==> config.mk <==
export PLATFORM = sky130hd
export DESIGN_NAME = seg_scan_driver
export DESIGN_NICKNAME = d
export VERILOG_FILES = /design/src/rtl/seg_scan_driver.sv
export SDC_FILE = /design/constraint.sdc
export NUM_CORES = 1
export LEC_CHECK = 0
export ABC_AREA = 0
export BUFFER_PORTS_ARGS = -buffer_cell sky130_fd_sc_hd__buf_2
export CAP_MARGIN = 10
export CORE_MARGIN = 2
export CORE_UTILIZATION = 47
export CTS_CLUSTER_SIZE = 16
export DETAILED_ROUTE_END_ITERATION = 10
export PLACE_DENSITY = 0.74
export SETUP_SLACK_MARGIN = 0.5
export SYNTH_ARGS = -nofsm -noshare
export SYNTH_HDL_FRONTEND = slang
export SYNTH_SLANG_ARGS = --single-unit
==> constraint.sdc <==
create_clock -name clk -period 2.1 [get_ports clk]
set_input_delay 0.21 -clock clk [delete_from_list [all_inputs] [get_ports clk]]
set_output_delay 0.21 -clock clk [all_outputs]
set_load 0.005 [all_outputs]
==> src/rtl/seg_scan_driver.sv <==
// Scan generator for an 8-digit common-anode 7-segment display: walks an active-low
// digit select, decodes the returned digit value and blanks around every digit switch.
module seg_scan_driver #(
  parameter int DIV   = 50000,
  parameter int GUARD = 2
) (
  input  logic       clk,
  input  logic       rst,
  input  logic       en,
  input  logic [3:0] digit_data,
  input  logic [7:0] blank_mask,
  input  logic [7:0] dp_mask,
  output logic [7:0] sel,
  output logic [6:0] seg,
  output logic       dp_n,
  output logic       frame_tick
);

  localparam int CW = $clog2(DIV);
  localparam logic [CW-1:0] LAST    = CW'(DIV - 1);
  localparam logic [CW-1:0] GUARD_C = CW'(GUARD);

  logic          run_q;
  logic [CW-1:0] cnt_q;
  logic [2:0]    idx_q;
  logic [6:0]    seg_q;
  logic          dp_q;
  logic          frame_q;
  logic [6:0]    seg_dec;
  logic          off;

  // Select depends on registered state only, so the chooser sees a glitch-free code.
  generate
    for (genvar gi = 0; gi < 8; gi++) begin : g_sel
      assign sel[gi] = ~(run_q && (idx_q == 3'(gi)));
    end
  endgenerate

  always_comb begin
    seg_dec = 7'h7F;
    case (digit_data)
      4'h0: seg_dec = 7'h40;
      4'h1: seg_dec = 7'h79;
      4'h2: seg_dec = 7'h24;
      4'h3: seg_dec = 7'h30;
      4'h4: seg_dec = 7'h19;
      4'h5: seg_dec = 7'h12;
      4'h6: seg_dec = 7'h02;
      4'h7: seg_dec = 7'h78;
      4'h8: seg_dec = 7'h00;
      4'h9: seg_dec = 7'h10;
      4'hA: seg_dec = 7'h08;
      4'hB: seg_dec = 7'h03;
      4'hC: seg_dec = 7'h46;
      4'hD: seg_dec = 7'h21;
      4'hE: seg_dec = 7'h06;
      4'hF: seg_dec = 7'h0E;
      default: seg_dec = 7'h7F;
    endcase
  end

  // The last-cycle term pre-blanks so a new slot never opens with the old digit lit.
  assign off = !en || !run_q || (cnt_q < GUARD_C) || (cnt_q == LAST) || blank_mask[idx_q];

  always_ff @(posedge clk) begin
    if (rst) begin
      run_q   <= 1'b0;
      cnt_q   <= '0;
      idx_q   <= '0;
      seg_q   <= 7'h7F;
      dp_q    <= 1'b1;
      frame_q <= 1'b0;
    end else begin
      run_q <= en;
      if (!run_q) begin
        cnt_q <= '0;
        idx_q <= '0;
      end else if (cnt_q == LAST) begin
        cnt_q <= '0;
        idx_q <= idx_q + 3'd1;
      end else begin
        cnt_q <= cnt_q + CW'(1);
      end
      seg_q   <= off ? 7'h7F : seg_dec;
      dp_q    <= off ? 1'b1 : ~dp_mask[idx_q];
      frame_q <= run_q && (cnt_q == LAST) && (idx_q == 3'd7);
    end
  end

  assign seg        = seg_q;
  assign dp_n       = dp_q;
  assign frame_tick = frame_q;

endmodule

# --- After elaboration in Yosys (flattened, before gate mapping) ---
# Memories as Yosys holds them, arrays and structs flattened. A register that Yosys moved wholly into a read port is not among the register bits.
# Cells that the tools add are included.
totals:
  wordCells: 52
  input_bits: 23
  output_inout_bits: 17
  regBits: 22
  mem_count: 1
  rom_bits: 112
classes:
  bitwise_logic: 10
  addsub: 2
  order_cmp: 2
  muxes: 4
  eq_ne: 8
  n_reduce_logical: 20
mem_list:
  columns: ["name", "depth", "width", "read_ports", "rd_clocked_by_memory_dff", "write_ports", "line", "rtl"]
  rows:
  - ["(no name shown)", 16, 7, 1, 1, 0, "41", "case (digit_data)"]
ops:
  columns: ["op", "n"]
  rows:
  - ["$add A16 B1 Y16 const B", 1]
  - ["$eq A16 B16 Y1 const B", 1]
  - ["$lt A16 B2 Y1 const B", 1]
  - ["$eq A3 B3 Y1 const B", 4]
  - ["$logic_and A1 B1 Y1", 10]
  - ["$not A1 Y1", 10]
  - ["$bmux W1 S3", 2]
  - ["$eq A3 B2 Y1 const B", 2]
  - ["$logic_or A1 B1 Y1", 4]
  - ["$lt A3 B4 Y1 const B", 1]
  - ["$reduce_or A2 Y1", 2]
  - ["$add A3 B1 Y3 const B", 1]
  - ["$eq A3 B1 Y1 const B", 1]
  - ["$logic_not A3 Y1", 1]
  - ["$reduce_or A3 Y1", 1]
  - ["$logic_not A1 Y1", 2]
  - ["$mux W1", 2]

# --- Logic depth before layout (Yosys ltp) ---
# Gate-level depths: netlist (run 1).
depth:
  depth_word: 6
  ltp_mapped: 7
  ltp_nobuf: 6

# --- Worst setup path after synthesis (run 1) ---
# OpenSTA, ideal clock, no wires.
synth_timing:
  path_kind: "reg-to-reg"
  start: "register idx_q[1]"
  end: "register seg_q[4], in the netlist seg[4]"
  arrival_ns: 1.916
  path_stages_with_launch: 6
  slack_ns: 0.033
  setup_ns: 0.151
  t_required_ns: 1.949
  path_buffers: 1
  cell_sequence: "dfxtp_1 > clkbuf_1 > mux4_2 > mux2_2 > nor4_4 > o311ai_0"
synth_via:
  elab_chain_cells: 4
synth_lines:
  columns: ["element", "line", "rtl"]
  rows:
  - ["start, declared", "25", "logic [2:0] idx_q;"]
  - ["start signal, assigned", "80", "idx_q <= idx_q + 3'd1;"]
  - ["$bmux W1 S3", "63", "assign off = !en || !run_q || (cnt_q < GUARD_C) || (cnt_q == LAST) || blank_mask[idx_q];"]
  - ["$mux W1 (not written as such)", "63", null]
  - ["$logic_or A1 B1 Y1", "63", null]
  - ["$reduce_or A2 Y1 (no line)", null, null]
  - ["end, declared", "26", "logic [6:0] seg_q;"]
# Every way passes these cells. The select of a mux whose other input is x is not followed.
# A chain may end at the register's enable or synchronous reset.

# --- Final worst setup path (run 1) ---
layout_timing:
  start: "register cnt_q[13]"
  end: "register seg_q[0], in the netlist seg[0]"
layout_via:
  elab_chain_cells: 5
layout_lines:
  columns: ["element", "line", "rtl"]
  rows:
  - ["start, declared", "24", "logic [CW-1:0] cnt_q;"]
  - ["start signal, assigned", "82", "cnt_q <= cnt_q + CW'(1);"]
  - ["$lt A16 B2 Y1", "63", null]
  - ["$logic_or A1 B1 Y1", "63", null]
  - ["$logic_or A1 B1 Y1 (*) (2 in series)", "63", null]
  - ["$reduce_or A2 Y1 (no line) (*)", null, null]
# Mark *: on every way between the ends. The rest lies on a longest branch, timed or not.

==> results of run 1 <==
-- what timing repair did --
action                                  4_1_cts  5_1_grt
gates resized for setup                       6       39
pin swaps                                     4        5
endpoints found under the setup margin       28       34
buffers inserted                              4        3
cloned                                        0        1
-- where the power goes --
| group | switching, W | leakage [nW] | total [W] | internal (W) |
|---|---|---|---|---|
| Sequential | 0.00000262 | 0.239 | 0.000552 | 0.000549 |
| Clock | 0.000187 | 0.0413 | 0.000381 | 0.000194 |
| Combinational | 0.0000535 | 0.490 | 0.0000993 | 0.0000458 |
-- worst max-delay path by stage --
stage	from	endpoint	slack, ns
finish	cnt_q[13]	seg[0]	0.30
global route	idx_q[1]	seg[0]	0.24
CTS	idx_q[1]	seg[4]	0.25
detailed placement	idx_q[1]	seg[4]	0.20
global placement	idx_q[1]	seg[4]	0.28
floorplan	idx_q[1]	seg[4]	0.33
-- through the flow --
step	cells	hold slack (ns)	utilization [%]	instance area (sq um)	worst slack, ns
floorplan	174	0.282	-	1660	0.334
global placement	253	0.402	56.1	1870	0.277
detailed placement	253	0.396	56.1	1870	0.197
CTS	265	0.0510	60.1	2010	0.252
global route	269	0.0619	65.2	2180	0.243
finish	269	0.0659	65.2	2180	0.297
-- layer usage --
layer | up-vias | track usage [%] | part of all wire (%) | wire (um)
met2 | 46 | 32.0 | 50 | 1840
li1 | 704 | - | - | -
met1 | 683 | 23.6 | 45 | 1650
met3 | 5 | 4.50 | 4.3 | 157
met4 | 0 | 7.22 | 1.2 | 46
met5 | - | 0 | 0 | 0
-- layout make-up --
cell class / count / area (sq um)
flip-flops and latches: 29 / 596
clock inverters: 1 / 5.00
fillers: 292 / 1160
well taps: 46 / 57.6
inverters: 9 / 33.8
clock buffers: 7 / 65.1
multi-input cells: 128 / 1130
repair buffers: 49 / 289
-- synthesized netlist by cell type --
cell and number:
or4_4 1, a21o_1 2, buf_6 2, o21ai_0 1, nor4_4 2, inv_1 9
xnor2_1 11, o41ai_2 1, nand2_1 18, nor2b_1 3, nand4_1 8, o211ai_1 3
and4_1 1, nor2_1 21, nor4_1 4, or3_1 1, xor2_1 4, dfxtp_1 29
mux4_2 5, a32oi_1 1, mux2_2 1, mux2i_1 4, ha_1 13, clkbuf_1 6
nand2b_1 3, nand3_1 8, o311ai_0 3, nor3_1 4, or2_1 1, or4_1 4
-- cell families (layout without fill, tap and decap cells) --
| kind of cell | count (synthesis) | in the layout | share of synthesized area [%] |
|---|---|---|---|
| AO/OA/AOI/OAI | 11 | 11 | 5.74 |
| multiplexers | 10 | 10 | 10.0 |
| XOR/XNOR | 15 | 15 | 8.03 |
| flip-flops | 29 | 29 | 35.5 |
| buffers and inverters | 17 | 66 | 4.82 |
| adder cells (fa/ha/maj) | 13 | 13 | 9.95 |
| AND/OR/NAND/NOR | 79 | 79 | 25.9 |
-- registers in the layout (all words and copies together), names as in the netlist --
register / flops
seg: 7
cnt_q: 16
dp_n: 1
run_q: 1
frame_tick: 1
idx_q: 3
-- cell usage in the layout (no fill, tap or decap), types with 3 or more instances in the layout --
cell type and instances:
nand3_1 8, xor2_1 4, ha_1 11, nor2_1 10
mux4_2 5, nand2b_1 3, nor2_2 9, inv_1 9
dfxtp_2 6, buf_4 7, o311ai_4 3, clkbuf_4 5
mux2i_1 4, dfxtp_1 21, nand2_1 15, nor2b_1 3
nor3_1 3, nand2_2 3, xnor2_1 10, nand4_1 8
buf_2 39, o211ai_1 3, or4_1 3
==> impl_metrics.yaml, run 1 <==
yosys:
  ys_warn_count: 0
  syn-num-nets: 210
  ys_types: 30
  syn_area_sq_um: 1640
  synth_area_leader_cell: "dfxtp_1"
  yosysTopAreaCellShare_pct: 35.5
  postSynthAreaPerCell_sq_um: 9.40
  ys_top_cells_by_area: "dfxtp_1 36%, ha_1 9.9%, mux4_2 6.9%"
  synthCells: 174
  seq_area_frac_synth_pct: 35.5
  synth.ff_latch_count: 29
power_and_ir_drop:
  ir_drop_mv: 0.298
  power_w: 0.00103
  p_per_area_nw_per_um2: 474
  p_leak_nw: 0.770
timing:
  fin_skew_ns: 0.0143
  hold_viol: 0
  drv_slew: 0
  slew_headroom_pct: 74.8
  setup_violations: 0
  period_needed_ns: 1.80
  setup_tns_ns: 0
  period_share_pct: 85.8
  timing.fmax_ghz: 0.555
  worstMarginPinSlew_ns: 0.374
  rsz0062_at_grt: "true"
worst_setup_path:
  r2r_end: "seg[0]"
  r2r-start: "cnt_q[13]"
  path_cells: "or4_4, o41ai_4, nor4_4, buf_6, o211ai_1"
  cp_slowest_cell: "or4_4"
  cp_slowest_stage_delay_ns: 0.58
  path_delay_family: "simple AND/OR/NAND/NOR gates"
  critical_path_class: "flip-flop to flip-flop"
  rrSetupSlack_ns: 0.30
  worst-r2r-cell-count: 5
  worst-path-buf-inv: 1
  crit_path_end_kind: "flip-flop"
  startpoint_type: "flip-flop"
  cp.required_ns: 2.33
  cp_num_cells: 5
  path_max_fanout: 6
  critical_path_arrival_ns: 2.03
floorplanning:
  die_h_um: 63.0
  dieArea_sq_um: 3970
  ioPinCount: 40
  core_sq_um: 3340
  rows: 21
  dieWidth_um: 63.0
  start_util_pct: 49.0
cells_and_area:
  nNetsFinal: 258
  drive_above_1_share_pct: 45.3
  synthToLayoutAreaGrowth_pct: 33.1
  antenna_cells: 0
worst_hold_path:
  hp-class: "primary input to flip-flop"
  hold-path-cell-count: 2
  min_from: "rst"
  hold_end: "frame_tick"
clock_network:
  cts_buffers: 5
  cts_max_level: 2
  clockBufferDepth: 2
  clkTransAtPathRegs_ns: 0.09
  clock_sinks: 29
  cts_tree: "done"
  clock_latency_ns: 0.32
  cts_root_buf: "clkbuf_4"
  postCtsHoldBufs: 0
place:
  portBuffers: 39
  place.gp.congestion: 0.894
  post-dp-hpwl_um: 2490
routing:
  routed_wl_um: 3690
  wl_per_cell_um: 13.7
  firstDrtPassIters: 4
  drtIter0Drc: 56
  vias: 1438
  remaining_drc_errors: 0
  drtAntennaViolNets: 0
  viasPerCell: 5.35
global_routing:
  grt_start_max_net_pins: 17
  grt_pass1_wl_um: 6130
  antenna_found_initial: 0
  grt_use_total_pct: 19.1
  overflow: 0
  grt_pass1_vias: 1377
job:
  cap_violations: 0
outcome:
  status: "finished, final reports clean"
Power figures use the tool's default switching activity.
==> inputs of run 2 (changes only) <==
--- a/config.mk
+++ b/config.mk
@@ -13,4 +13,5 @@
 export CTS_CLUSTER_SIZE = 16
 export DETAILED_ROUTE_END_ITERATION = 10
+export GPL_TIMING_DRIVEN = 0
 export PLACE_DENSITY = 0.74
 export SETUP_SLACK_MARGIN = 0.5
==> constraint.sdc (replaced) <==
create_clock -name clk -period 2.1 [get_ports clk]
set_input_delay 0.21 -clock clk [delete_from_list [all_inputs] [get_ports clk]]
set_output_delay 0.21 -clock clk [all_outputs]
set_load 0.02 [all_outputs]
==> impl_metrics.yaml, run 2 (synthesized netlist as in run 1, its figures left out) <==
outcome:
  status: "finished, final reports clean"
floorplanning:
  dieArea_sq_um: 3970
  rows: 21
  ioPinCount: 40
  die_h_um: 63.0
  core_sq_um: 3340
  dieWidth_um: 63.0
  start_util_pct: 49.0
cells_and_area:
  synthToLayoutAreaGrowth_pct: 51.5
  drive_above_1_share_pct: 53.8
  fin_cells: 286
  antenna_cells: 0
  final_cell_mix: "34 x buf_2, 19 x dfxtp_1, 15 x nand2_1"
  largest_reg_flops: 16
  final_common_cell: "buf_2"
  nNetsFinal: 276
  fill_cells: 220
  largest-register: "cnt_q"
routing:
  viasPerCell: 5.44
  wl_met2_um: 2390
  wl_met1_um: 1830
  drtIter0Drc: 25
  routed_wl_um: 4600
  drtAntennaViolNets: 0
  wl_per_cell_um: 16.1
  met3_length_um: 192
  remaining_drc_errors: 0
  highest_layer: "met4"
  vias: 1557
  firstDrtPassIters: 4
timing:
  period_share_pct: 94.9
  slew_headroom_pct: 56.0
  setup_tns_ns: 0
  hold_viol: 0
  rsz0062_at_grt: "true"
  setup_violations: 0
  fin_skew_ns: 0.00947
  worstMarginPinSlew_ns: 0.660
  period_needed_ns: 1.99
  timing.fmax_ghz: 0.502
  drv_slew: 0
global_routing:
  antenna_found_initial: 0
  grt_use_total_pct: 21.5
  grt_start_max_net_pins: 11
  grt_pass1_wl_um: 6700
  overflow: 0
  grt_pass1_vias: 1484
worst_setup_path:
  path_max_fanout: 7
  critical_path_arrival_ns: 2.19
  critical_path_class: "flip-flop to flip-flop"
  crit_path_end_kind: "flip-flop"
  cp.required_ns: 2.30
  startpoint_type: "flip-flop"
clock_network:
  clockBufferDepth: 2
  cts_root_buf: "clkbuf_4"
  cts_tree: "done"
  clkTransAtPathRegs_ns: 0.09
  cts_max_level: 2
  clock_sinks: 29
  cts_buffers: 5
  clock_latency_ns: 0.33
place:
  post-dp-hpwl_um: 2530
  dpl.cell_count: 259
  place.gp.congestion: 0.852
  portBuffers: 39
power_and_ir_drop:
  p_leak_nw: 0.903
  p_per_area_nw_per_um2: 407
  ir_drop_mv: 0.276
  power_w: 0.00101
job:
  cap_violations: 0
worst_hold_path:
  hp-class: "primary input to flip-flop"
==> run 2: cell type report <==
type | instances | area (sq um) | share of cell area [%]
plain buffers | 8 | 67.6 | 2.73
clock buffers | 7 | 55.1 | 2.22
inverters | 9 | 40.0 | 1.62
multi-input cells | 128 | 1210 | 49.0
flip-flops and latches | 29 | 598 | 24.1
well taps | 46 | 57.6 | 2.32
repair buffers | 59 | 444 | 17.9
==> run 2: where the power goes <==
group | internal, W | switching, W
logic | 0.0000578 | 0.0000606
registers | 0.000550 | 0.00000494
clock network | 0.000158 | 0.000178
==> run 2: final timing paths <==
path	depth (start not counted)	from	endpoint	slack, ns
hold / removal	2	rst	run_q	0.07
hold reg to reg	1	cnt_q[0]	cnt_q[0]	0.47
setup / recovery	6	idx_q[1]	seg[2]	0.11
setup reg to reg	6	idx_q[1]	seg[2]	0.11
==> run 2: worst max-delay path: stages (launching register included) <==
cell,delay (ns)
dfxtp_2,0.38
buf_8,0.12
mux4_2,0.50
mux2_4,0.32
nor4_4,0.26
buf_6,0.19
o211ai_1,0.10
==> run 2: metal layers <==
layer	GRT usage (%)	vias up
met2	35.2	56
met3	6.85	18
met1	25.0	735
met5	0	-
met4	10.8	0
li1	-	748
==> run 2: timing repair <==
action | in CTS | in global routing
pin swaps | 9 | 5
cloned | 1 | 0
resized for setup | 26 | 61
hold buffers | 0 | 0
endpoints found under the setup margin | 32 | 35
setup buffers | 9 | 10
==> run 2: metrics by stage <==
stage	hold slack (ns)	setup slack, ns	util, %	cell area, sq um
after floorplan	0.282	0.334	-	1660
after CTS	0.0497	0.137	66.0	2200
final	0.0710	0.107	74.2	2480
after global routing	0.0468	0.0534	74.2	2480
after global placement	0.400	0.108	57.3	1910
after detailed placement	0.399	0.0882	57.3	1910
